<file path="src/rtl/fp_to_linear.sv">
// Sequential floating-point to linear decoder: {S,E,F} -> D = (-1)^S * F * 2^E.
// One left shift per clock, valid/ready handshake on input and output.
module fp_to_linear #(
    parameter int unsigned DATA_W = 13,
    parameter int unsigned EXP_W  = 3,
    parameter int unsigned MAN_W  = 5
) (
    input  logic              clk,
    input  logic              rst_n,
    input  logic              in_valid,
    output logic              in_ready,
    input  logic              S,
    input  logic [EXP_W-1:0]  E,
    input  logic [MAN_W-1:0]  F,
    output logic              out_valid,
    input  logic              out_ready,
    output logic [DATA_W-1:0] D,
    output logic              noncanon
);

    typedef enum logic [1:0] {
        IDLE  = 2'd0,
        SHIFT = 2'd1,
        SIGN  = 2'd2,
        DONE  = 2'd3
    } state_t;

    state_t             state_q, state_d;
    logic [DATA_W-1:0]  mag_q, mag_d;
    logic [EXP_W-1:0]   cnt_q, cnt_d;
    logic               sign_q, sign_d;
    logic [DATA_W-1:0]  d_q, d_d;
    logic               nc_q, nc_d;
    logic               ov_q, ov_d;

    // State and datapath registers
    always_ff @(posedge clk or negedge rst_n) begin
        if (!rst_n) begin
            state_q <= IDLE;
            mag_q   <= '0;
            cnt_q   <= '0;
            sign_q  <= 1'b0;
            d_q     <= '0;
            nc_q    <= 1'b0;
            ov_q    <= 1'b0;
        end else begin
            state_q <= state_d;
            mag_q   <= mag_d;
            cnt_q   <= cnt_d;
            sign_q  <= sign_d;
            d_q     <= d_d;
            nc_q    <= nc_d;
            ov_q    <= ov_d;
        end
    end

    // Next-state and datapath update; D and noncanon hold between transactions
    always_comb begin
        state_d = state_q;
        mag_d   = mag_q;
        cnt_d   = cnt_q;
        sign_d  = sign_q;
        d_d     = d_q;
        nc_d    = nc_q;
        ov_d    = ov_q;
        case (state_q)
            IDLE: begin
                if (in_valid) begin
                    mag_d   = DATA_W'(F);
                    cnt_d   = E;
                    sign_d  = S;
                    nc_d    = (E != '0) && !F[MAN_W-1];
                    state_d = SHIFT;
                end
            end
            SHIFT: begin
                if (cnt_q != '0) begin
                    mag_d = mag_q << 1;
                    cnt_d = cnt_q - EXP_W'(1);
                end else begin
                    state_d = SIGN;
                end
            end
            SIGN: begin
                d_d     = sign_q ? (~mag_q + DATA_W'(1)) : mag_q;
                ov_d    = 1'b1;
                state_d = DONE;
            end
            DONE: begin
                if (out_ready) begin
                    ov_d    = 1'b0;
                    state_d = IDLE;
                end
            end
            default: state_d = IDLE;
        endcase
    end

    assign in_ready  = (state_q == IDLE);
    assign out_valid = ov_q;
    assign D         = d_q;
    assign noncanon  = nc_q;

endmodule

</file>
<file path="config.mk">
export PLATFORM = sky130hd
export DESIGN_NAME = fp_to_linear
export DESIGN_NICKNAME = d
export VERILOG_FILES = /design/src/rtl/fp_to_linear.sv
export SDC_FILE = /design/constraint.sdc
export NUM_CORES = 1
export LEC_CHECK = 0
export ABC_AREA = 1
export CAP_MARGIN = 20
export CORE_MARGIN = 1
export CORE_UTILIZATION = 40
export CTS_BUF_LIST = sky130_fd_sc_hd__clkbuf_4 sky130_fd_sc_hd__clkbuf_8
export DETAILED_ROUTE_END_ITERATION = 16
export HOLD_SLACK_MARGIN = 0.05
export PLACE_DENSITY_LB_ADDON = 0.08
export SLEW_MARGIN = 5
export SYNTH_ARGS = -nofsm -noshare
export SYNTH_HDL_FRONTEND = slang
export SYNTH_SLANG_ARGS = --single-unit
</file>
<file path="constraint.sdc">
create_clock -name clk -period 1.95 [get_ports clk]
set_input_delay 0.2925 -clock clk [delete_from_list [all_inputs] [get_ports clk]]
set_output_delay 0.2925 -clock clk [all_outputs]
set_load 0.05 [all_outputs]
</file>
# Yosys cells after proc, flatten, opt, wreduce, memory -nomap -nowiden
# Index checks and enable logic that the tools add are counted.
# word_totals
ff_bits,34
elab_cells,41
input_bits,13
output_inout_bits,16
# op_classes
eq_ne,7
n_reduce_logical,11
add_sub_neg,2
bitwise_logic,1
mux,13
# ops
op,count
$mux 13,3
$pmux 13 s2,1
$add 13x1->13 const B,1
$not 13->13,1
$ne 2x2->1 const B,4
$pmux 2 s4,1
$mux 2,3
$mux 3,2
$pmux 3 s2,1
$reduce_and 3->1,2
$reduce_bool 3->1,2
$eq 2x2->1 const B,2
$reduce_and 2->1,2
$reduce_bool 2->1,2
$sub 3x1->3 const B,1
$eq 2x1->1 const B,1
$logic_not 2->1,1
$pmux 1 s2,1
$logic_and 1x1->1,1
$logic_not 1->1,1
$mux 1,1

# Logic depth before layout (Yosys ltp)
# Gate-level depths: netlist of the first run.
# logic_depth
ltp_word,3
ltp_mapped,9
depth_no_buf,9

# Least setup slack after synthesis of the first run
# Ideal clock, no wire load.
# synth_timing
path_type,register to register
start,reg state_q[0]
end,reg cnt_q[2]
n_path_buf,1
setup_time_ps,130
t_arrival_ps,1637
setup_slack_ps,183
required_time_ps,1820
synth_period_minus_slack_ps,1767
stages_incl_launch_ff,7
path_cell_list,dfrtp_1 inv_1 ha_1 nand2_1 a21oi_4 buf_2 o21ai_0
# synth_via
elab_chain_cells,3
word_cells_on_any_way,7
classes_between,eq/ne: 3; mux: 1; reduce/logical: 3
# synth_rtl
item,line,rtl
start: declaration,28,"state_t state_q, state_d;"
start signal: assignment,47,state_q <= state_d;
$logic_not 2->1 (*),-,
net in_ready,11,"output logic in_ready,"
$ne 2x2->1 (no source line) or $reduce_bool 2->1 (tied branches),-,
$reduce_and 3->1 (no source line),-,
end signal: assignment,49,cnt_q <= cnt_d;
end: declaration,30,"logic [EXP_W-1:0] cnt_q, cnt_d;"
# The timed path passes the listed nets; every way through them passes the cells marked *.
# A chain may end at the register's enable or synchronous reset.

# Final worst setup path of the first run
# layout_timing
start,reg nc_q (netlist: noncanon)
end,out noncanon
# layout_lines
item,line,rtl
start: declaration,33,"logic nc_q, nc_d;"
start signal: assignment,52,nc_q <= nc_d;
end: declaration,18,output logic noncanon
# No word-level cell between the ends.

==> flow_summary.yaml, run 1 <==
power_and_ir_drop:
  report.power.total_w: 0.00422
  sequentialPowerShare: 0.284
  powerDensity_nw_per_um2: 1900
  swShare: 0.492
  ir_drop_mv: 1.01
  p_clk_frac: 0.133
  p_int_w: 0.00214
  combPwrFrac: 0.583
  p_leak_nw: 1.04
  power.switching_w: 0.00208
critical_path:
  critPathCapture: "noncanon"
  cp.arrival_ns: 1.45
  crit_buf_inv: 1
  reg2reg_slack_ns: 0.26
  r2r_cells: 8
  worst-path-stages: 1
  worstSetupPathType: "register to output port"
  crit_family: "buffers and inverters"
  critPathRequiredTime_ns: 1.66
  end_kind: "output port"
  startpoint: "noncanon"
  cp-start-kind: "register"
  worst_path_largest_cell_delay_ns: 0.81
  cp_cell_sequence: "clkdlybuf4s50_1"
  rr_startpoint: "state_q[0]"
  critPathSlowestCell: "clkdlybuf4s50_1"
  crit_path_max_fanout: 2
  worstReg2RegEnd: "mag_q[3]"
clocking:
  htreeDepth: 2
  clock-root-buffer: "clkbuf_8"
  clock_path_buffers: 2
  clock_sinks: 34
  path_clk_slew_ns: 0.07
  cts_made_buffers: 5
  cts_setup_buffers: 0
  ctsResizeCount: 0
  cts_hold_buf: 0
  clock_latency_ns: 0.29
  tritoncts: "done"
final_layout:
  antennaDiodeCount: 0
  area_growth_pct: 24.2
  fillers: 420
  fin_util: 0.535
  fin_area_um2: 2220
  drive_gt1_frac: 0.0586
  nets: 276
place:
  place_area_um2: 2120
  port_buffers: 28
  hpwl_um: 2620
  dp_worst_setup_slack_ns: 0.251
  place_congestion: 0.771
yosys:
  yosysWarnings: 0
  synth_top_family_by_area: "simple AND/OR/NAND/NOR gates"
  yosysSeqAreaShare: 0.477
  ys_types: 20
  yosys.area_share.simple: 0.256
  avgSynthCellArea_um2: 7.97
  syn_area_um2: 1780
  syn_nets: 245
  synth-seq-cells: 34
  synthAdderAreaFrac: 0.0561
  synth_compound_area_frac: 0.125
  synth_xor_area_frac: 0.00982
  synthCells: 224
  synth.area.mux_share: 0
sta:
  maxSlewViolCount: 0
  clock_skew_ns: 0.00453
  finalCritPeriodShare: 0.894
  hold_viol_final: 0
  max_clock_freq_mhz: 573
  relSlewSlack: 0.667
  setup_viol: 0
  setup_tns_ns: 0
  tightestPinTransition_ns: 0.498
  finalCriticalPeriod_ns: 1.74
  rsz0062_at_grt: "false"
  layout_setup_ws_ns: 0.206
global_routing:
  track_usage: 0.198
  grt_pass1_wl_um: 6710
  grt_antenna_before_repair: 0
  grt_pass1_vias: 1498
  grt_start_max_net_pins: 35
  gr-total-overflow: 0
floorplanning:
  rows: 23
  initial_core_util: 0.431
  die_h_um: 68.8
  die_width_um: 68.8
  ios: 29
  die-area_um2: 4730
  core_area_um2: 4140
routing:
  routed-via-count: 1529
  avgRoutedWirePerCell_um: 12.2
  viasPerCell: 5.00
  drt-initial-drc-count: 83
  remaining_drc_errors: 0
  ant_nets: 0
  finalWirelength_um: 3720
  first_pass_iters: 4
worst_hold_path:
  hp-class: "primary input to asynchronous set/reset pin"
run:
  max_cap_violations: 0
status:
  status: "completed"
stage by stage:
step	hold WS, ns	instances
floorplan	-0.00309	224
global placement	0.463	298
detailed placement	0.465	298
CTS	0.434	306
global route	0.474	306
finish	0.409	306
registers in the layout, summed over array words and instances, names as in the netlist:
signal	flops
D	13
mag_q	13
cnt_q	3
state_q	2
noncanon	1
out_valid	1
sign_q	1
worst register-to-register path: stages (launching register included):
cell	delay [ns]
dfrtp_1	0.40
inv_1	0.13
ha_1	0.29
inv_1	0.07
nor2_1	0.21
a21oi_4	0.04
buf_4	0.22
o211ai_1	0.11
o21ai_0	0.10
routing by layer:
layer  part of all wire  vias to the layer above  global-route usage
li1                   -                      797                   -
met1               0.48                      695               0.241
met2               0.46                       30               0.322
met3              0.045                        7              0.0592
met4              0.018                        0              0.0867
met5                  0                        -                   0
power by group through the flow:
| stage | Sequential (W) | Clock [W] | Combinational, W |
|---|---|---|---|
| floorplan | 0.00169 | 0 | 0.00133 |
| global placement | 0.00121 | 0 | 0.00247 |
| detailed placement | 0.00121 | 0 | 0.00247 |
| CTS | 0.00120 | 0.000579 | 0.00249 |
| global route | 0.00125 | 0.000610 | 0.00278 |
| finish | 0.00120 | 0.000562 | 0.00246 |
cells in the mapped netlist:
| cell type | n | area share |
|---|---|---|
| nand2_1 | 61 | 0.13 |
| dfrtp_1 | 34 | 0.48 |
| nand3_1 | 29 | 0.081 |
| o21ai_0 | 27 | 0.076 |
| inv_1 | 23 | 0.048 |
| nor2_1 | 16 | 0.034 |
| ha_1 | 8 | 0.056 |
| o211ai_1 | 6 | 0.025 |
| buf_2 | 4 | 0.011 |
| a21oi_1 | 2 | 0.0056 |
| clkbuf_1 | 2 | 0.0042 |
| nand4_1 | 2 | 0.0070 |
| nor3_1 | 2 | 0.0056 |
| xor2_1 | 2 | 0.0098 |
| a21oi_4 | 1 | 0.0091 |
| buf_4 | 1 | 0.0042 |
| buf_6 | 1 | 0.0063 |
| inv_2 | 1 | 0.0021 |
| o2bb2ai_1 | 1 | 0.0049 |
| o31ai_1 | 1 | 0.0042 |
worst min path at each step:
stage                from       end  slack [ns]
global placement     D[6]      D[6]        0.46
finish              rst_n  noncanon        0.41
global route        rst_n      D[2]        0.47
detailed placement   D[5]      D[5]        0.46
CTS                 rst_n      D[4]        0.43
floorplan           rst_n      D[0]      -0.003
placed cells by master, fill, tap and decap left out, types with 2 or more instances in the layout:
cell type,netlist,final
nand3_1,29,29
nor2_1,16,16
o211ai_1,6,6
nand4_1,2,2
clkdlybuf4s50_1,0,27
buf_4,1,4
nand2_1,61,61
a21oi_1,2,2
o21ai_0,27,27
nor3_1,2,2
inv_1,23,23
ha_1,8,8
dfrtp_1,34,34
clkbuf_8,0,6
xor2_1,2,2
cell families after synthesis:
kind of cell / count (synthesis)
and+or+nand+nor: 110
AOI/OAI and AO/OA: 38
DFF: 34
buffers and inverters: 32
adders and majority gates: 8
xor gates and xnor gates: 2
area by class of cell:
class / instances / area (um^2) / area share
inverter: 24 / 90.1 / 0.0407
sequential: 34 / 851 / 0.384
timing repair buffer: 32 / 320 / 0.145
clock inverter: 1 / 5.00 / 0.00226
tap: 50 / 62.6 / 0.0282
multi-input combinational: 158 / 797 / 0.360
clock buffer: 7 / 90.1 / 0.0407
Note: power is estimated with default switching activity, not from simulation.
==> run 2, diff against run 1 <==
--- a/config.mk
+++ b/config.mk
@@ -5,7 +5,6 @@
 export SDC_FILE = /design/constraint.sdc
 export NUM_CORES = 1
 export LEC_CHECK = 0
-export ABC_AREA = 1
 export CAP_MARGIN = 20
 export CORE_MARGIN = 1
 export CORE_UTILIZATION = 40
==> run 2 against run 1 <==
Via count fell by 5.2%. Area after synthesis fell by 0.28%. Worst hold slack improved by 0.0081 ns. Wire length grew 0.91%. Sequential share of layout area down 0.34 points. Sequential cell count did not move. Combinational power shrank 2%. Sequential power rose by 5%. Die area fell by 0.26%. Synthesized cell count shrank 14%.
==> flow_summary.yaml, run 2 <==
yosys:
  synth-seq-cells: 34
  yosysTopAreaCell: "dfrtp_1"
  synth_edf_count: 0
  yosysMostFrequentCell: "dfrtp_1"
  synth_top_flop_cell: "dfrtp_1"
  synth_top_area_share: 0.478
  ys_types: 33
  avgSynthCellArea_um2: 9.27
  synthCells: 192
  syn_area_um2: 1780
  async_reset_ff_frac: 1.00
  syn_nets: 213
  synth_area_leaders: "dfrtp_1, o21ai_0, ha_1"
  synth_common_cells: "dfrtp_1, nand2_1, o21ai_0, inv_1, nor2_1"
  yosysWarnings: 0
  yosysSeqAreaShare: 0.478
critical_path:
  cp-start-kind: "register"
  cp_cell_sequence: "inv_1 -> ha_1 -> or4b_2 -> o21ai_0 -> xor2_1 -> a21oi_1"
  worst_path_largest_cell_delay_ns: 0.61
  r2r_cells: 6
  critPathSlowestCell: "or4b_2"
  crit_buf_inv: 1
  worst-path-stages: 6
  reg2reg_slack_ns: 0.08
  critPathCapture: "D[8]"
  worstReg2RegEnd: "D[8]"
  end_kind: "register"
  startpoint: "mag_q[1]"
  worstSetupPathType: "register to register"
  cp.arrival_ns: 2.03
  crit_path_max_fanout: 5
  critPathRequiredTime_ns: 2.11
  crit_family: "simple AND/OR/NAND/NOR gates"
  rr_startpoint: "mag_q[1]"
routing:
  viasPerCell: 5.25
  ant_nets: 0
  drt-initial-drc-count: 70
  finalWirelength_um: 3760
  avgRoutedWirePerCell_um: 13.6
  first_pass_iters: 4
  routed-via-count: 1449
  remaining_drc_errors: 0
final_layout:
  fin_area_um2: 2240
  fin_cells: 276
  nets: 246
  final_common_cell: "dfrtp_1"
  final_cell_mix: "dfrtp_1, clkdlybuf4s50_1, nand2_1"
  fin_util: 0.540
  area_growth_pct: 25.7
  antennaDiodeCount: 0
  drive_gt1_frac: 0.0973
global_routing:
  grt.met2_usage: 0.313
  gr-total-overflow: 0
  grt_util_met1: 0.220
  grt_pass1_vias: 1353
  grt_antenna_before_repair: 0
  grtUsageMet3: 0.0526
  grt.busiest_layer: "met2"
  grt_pass1_wl_um: 6250
  track_usage: 0.185
  grt_start_max_net_pins: 35
sta:
  maxSlewViolCount: 0
  hold_viol_final: 0
  max_clock_freq_mhz: 536
  tightestPinTransition_ns: 0.517
  setup_viol: 0
  finalCritPeriodShare: 0.958
  clock_skew_ns: 0.00335
  finalCriticalPeriod_ns: 1.87
  rsz0062_at_grt: "true"
  layout_setup_ws_ns: 0.0827
  relSlewSlack: 0.655
place:
  hpwl_um: 2700
  dp.cells: 268
  place_area_um2: 2140
  place_congestion: 0.742
  port_buffers: 28
  dp_worst_setup_slack_ns: 0.0813
floorplanning:
  initial_core_util: 0.429
  die_width_um: 68.7
  die_h_um: 68.7
  ios: 29
  die-area_um2: 4720
  rows: 23
  core_area_um2: 4140
power_and_ir_drop:
  combPwrFrac: 0.571
  ir_drop_mv: 0.989
  p_int_w: 0.00221
  swShare: 0.476
  power.switching_w: 0.00200
  p_leak_nw: 1.00
  p_clk_frac: 0.130
  sequentialPowerShare: 0.298
  powerDensity_nw_per_um2: 1880
clocking:
  cts_setup_buffers: 0
  clock_sinks: 34
  cts_hold_buf: 0
  tritoncts: "done"
  path_clk_slew_ns: 0.07
  clock_path_buffers: 2
  clock-root-buffer: "clkbuf_8"
  htreeDepth: 2
  clock_latency_ns: 0.28
  cts_made_buffers: 5
  ctsResizeCount: 0
status:
  status: "completed"
run:
  max_cap_violations: 0
worst_hold_path:
  hp-class: "primary input to asynchronous set/reset pin"
-- run 2: cell count changes in the layout (fill, tap and decap cells not counted), sizes merged, moves of 3 or more --
| cell | previous run | this run |
|---|---|---|
| inv | 24 | 12 |
| o211ai | 6 | 3 |
| xor2 | 2 | 6 |
| a21oi | 3 | 8 |
| nand2 | 61 | 26 |
| buf | 5 | 8 |
| nor2 | 16 | 12 |
| o21ai | 27 | 24 |
| nor2b | 0 | 4 |
| nand3 | 29 | 10 |
| mux2i | 0 | 7 |
-- run 2: kinds of logic after synthesis --
group | Yosys count | share of synthesized area
xor gates and xnor gates | 7 | 0.0345
buffers and inverters | 21 | 0.0443
AOI/OAI and AO/OA | 44 | 0.146
muxes | 9 | 0.0520
and+or+nand+nor | 69 | 0.188
DFF | 34 | 0.478
adders and majority gates | 8 | 0.0563
-- run 2: how the worst min path moves through the flow --
| stage | end | cells past startpoint |
|---|---|---|
| 2_1_floorplan | D[0] | 0 |
| 3_3_place_gp | cnt_q[0] | 1 |
| 3_5_place_dp | noncanon | 2 |
| 4_1_cts | mag_q[7] | 2 |
| 5_1_grt | mag_q[7] | 2 |
| 6_report | D[10] | 2 |
-- run 2: metal layers --
metal,vias to the layer above,part of all wire
met2,36,0.46
met3,8,0.043
met4,0,0.017
met5,-,0
met1,677,0.48
li1,728,-
-- run 2: power by group through the flow --
stage	Sequential [W]	Combinational, W	Clock, W
6_report	0.00126	0.00241	0.000549
2_1_floorplan	0.00173	0.00123	0
5_1_grt	0.00131	0.00265	0.000598
3_5_place_dp	0.00128	0.00242	0
3_3_place_gp	0.00125	0.00238	0
4_1_cts	0.00126	0.00243	0.000567
-- run 2: final cells by class --
class | instances | area, um^2
multi-input combinational | 137 | 852
sequential | 34 | 851
clock inverter | 1 | 5.00
timing repair buffer | 35 | 330
tap | 50 | 62.6
clock buffer | 7 | 90.1
fill | 399 | 1910
inverter | 12 | 45.0
-- run 2: stage by stage --
step,TNS (ns),hold slack (ns),power (W)
after CTS,0,0.424,0.00426
after floorplan,0,-0.00309,0.00295
after global placement,0,0.468,0.00363
after global routing,-0.0853,0.460,0.00456
after detailed placement,0,0.480,0.00370
final,0,0.417,0.00421
==> run 3, diff against run 2 <==
--- a/config.mk
+++ b/config.mk
@@ -6,8 +6,8 @@
 export NUM_CORES = 1
 export LEC_CHECK = 0
 export CAP_MARGIN = 20
-export CORE_MARGIN = 1
-export CORE_UTILIZATION = 40
+export CORE_MARGIN = 5
+export CORE_UTILIZATION = 55
 export CTS_BUF_LIST = sky130_fd_sc_hd__clkbuf_4 sky130_fd_sc_hd__clkbuf_8
 export DETAILED_ROUTE_END_ITERATION = 16
 export HOLD_SLACK_MARGIN = 0.05
==> constraint.sdc (replaced) <==
create_clock -name clk -period 1.75 [get_ports clk]
set_input_delay 0.2625 -clock clk [delete_from_list [all_inputs] [get_ports clk]]
set_output_delay 0.2625 -clock clk [all_outputs]
set_load 0.05 [all_outputs]
==> run 3 against run 2 <==
Power is 17% higher. Critical path depth decreased by 3. Design area increased by 4.2%. Fmax rose by 9.5%. Sequential power up 9%. Final cell count up 3.3%. Via count increased by 5.8%. Core utilization rose by 22 points. Non-clock buffer count grew 16.
==> flow_summary.yaml, run 3 (synthesis gave the netlist of run 2 again) <==
status:
  status: "completed"
floorplanning:
  die_width_um: 66.9
  die-area_um2: 4470
  die_h_um: 66.9
  initial_core_util: 0.578
  rows: 20
  ios: 29
  core_area_um2: 3080
sta:
  maxSlewViolCount: 0
  tightestPinTransition_ns: 0.568
  finalCritPeriodShare: 0.974
  max_clock_freq_mhz: 586
  relSlewSlack: 0.621
  setup_viol: 0
  finalCriticalPeriod_ns: 1.71
  clock_skew_ns: 0.00511
  fin_hold_ws_ns: 0.337
  hold_viol_final: 0
critical_path:
  worstReg2RegEnd: "D[12]"
  critPathRequiredTime_ns: 1.98
  critPathSlowestCell: "or4_4"
  cp-start-kind: "register"
  end_kind: "register"
  crit_path_max_fanout: 4
  worstSetupPathType: "register to register"
  worst_path_largest_cell_delay_ns: 0.52
  crit_family: "simple AND/OR/NAND/NOR gates"
  crit_buf_inv: 0
  rr_startpoint: "mag_q[5]"
  r2r_cells: 3
  reg2reg_slack_ns: 0.04
  cp_cell_sequence: "or3_4 -> or4_4 -> o311ai_1"
  cp.arrival_ns: 1.94
run:
  max_cap_violations: 0
clocking:
  clock_path_buffers: 2
  tritoncts: "done"
  htreeDepth: 2
  path_clk_slew_ns: 0.10
  cts_made_buffers: 5
  cts_hold_buf: 0
  clock-root-buffer: "clkbuf_4"
  clock_latency_ns: 0.33
  clock_sinks: 34
final_layout:
  drive_gt1_frac: 0.249
  area_growth_pct: 30.9
  nets: 262
  antennaDiodeCount: 0
  fin_util: 0.757
  fin_cells: 285
  final_cell_mix: "buf_4, dfrtp_1, nand2_1"
  fin_area_um2: 2330
  final_common_cell: "buf_4"
routing:
  ant_nets: 0
  routed-via-count: 1533
  drt-initial-drc-count: 130
  finalWirelength_um: 3930
  remaining_drc_errors: 0
  avgRoutedWirePerCell_um: 13.8
  viasPerCell: 5.38
  first_pass_iters: 4
global_routing:
  grt_start_max_net_pins: 35
  track_usage: 0.199
  grt_pass1_vias: 1477
  grt_antenna_before_repair: 0
  gr-total-overflow: 0
  grt_pass1_wl_um: 6690
power_and_ir_drop:
  ir_drop_mv: 1.21
  powerDensity_nw_per_um2: 2110
  p_leak_nw: 1.09
place:
  hpwl_um: 2850
  place_area_um2: 2200
  port_buffers: 28
  place_congestion: 0.818
  dp.cells: 273
worst_hold_path:
  hp-class: "primary input to asynchronous set/reset pin"
[run 3: cell types whose count changed in the layout (fill, tap and decap cells not counted), moves of 2 or more]
cell,delta
ha_1,-2
o21ai_2,+2
clkdlybuf4s50_1,-15
o21ai_0,-3
buf_4,+29
clkbuf_8,-6
clkbuf_4,+6
[run 3: worst max-delay path by stage]
stage              from    end  depth (start not counted)
4_1_cts        mag_q[5]  D[12]                          4
3_5_place_dp   mag_q[0]   D[8]                          6
2_1_floorplan  mag_q[0]   D[8]                          6
3_3_place_gp   mag_q[0]   D[8]                          6
5_1_grt        mag_q[0]   D[6]                          6
6_report       mag_q[5]  D[12]                          3
[run 3: final cells by class]
type | instances | area (um^2)
Clock buffer | 7 | 52.6
Inverter | 12 | 45.0
Multi-Input combinational cell | 137 | 897
Timing Repair Buffer | 51 | 429
Tap cell | 44 | 55.1
Sequential cell | 34 | 851
Fill cell | 224 | 748
[run 3: power breakdown]
part | internal, W | switching [W] | total (W)
clock network | 0.000182 | 0.000245 | 0.000427
registers | 0.00111 | 0.000258 | 0.00137
logic | 0.00127 | 0.00186 | 0.00313
[run 3: what timing repair did]
| action | 4_1_cts | 5_1_grt |
|---|---|---|
| setup buffers | 1 | 4 |
| cloned | 0 | 0 |
| pin swaps | 0 | 2 |
| endpoints found under the setup margin | 3 | 9 |
| hold endpoints to repair | 0 | 0 |
| resized for setup | 5 | 9 |
[run 3: worst reg2reg max path: stages, from the launching register on]
cell and delay (ns):
dfrtp_1 0.41, or3_4 0.39, or4_4 0.52, o311ai_1 0.29
[run 3: through the flow]
step | setup TNS [ns] | setup slack, ns | total power [W]
finish | 0 | 0.0449 | 0.00493
global route | -0.0298 | -0.0216 | 0.00530
CTS | 0 | 0.0162 | 0.00480
detailed placement | -0.242 | -0.140 | 0.00432
global placement | 0 | 0.00947 | 0.00420
floorplan | 0 | 0.0134 | 0.00332
[run 3: layer usage]
layer	global-route usage	wire length, um	vias to the layer above
met2	0.333	1950	46
met5	0	0	-
li1	-	-	761
met4	0.0608	46	0
met3	0.0624	219	4
met1	0.244	1710	722
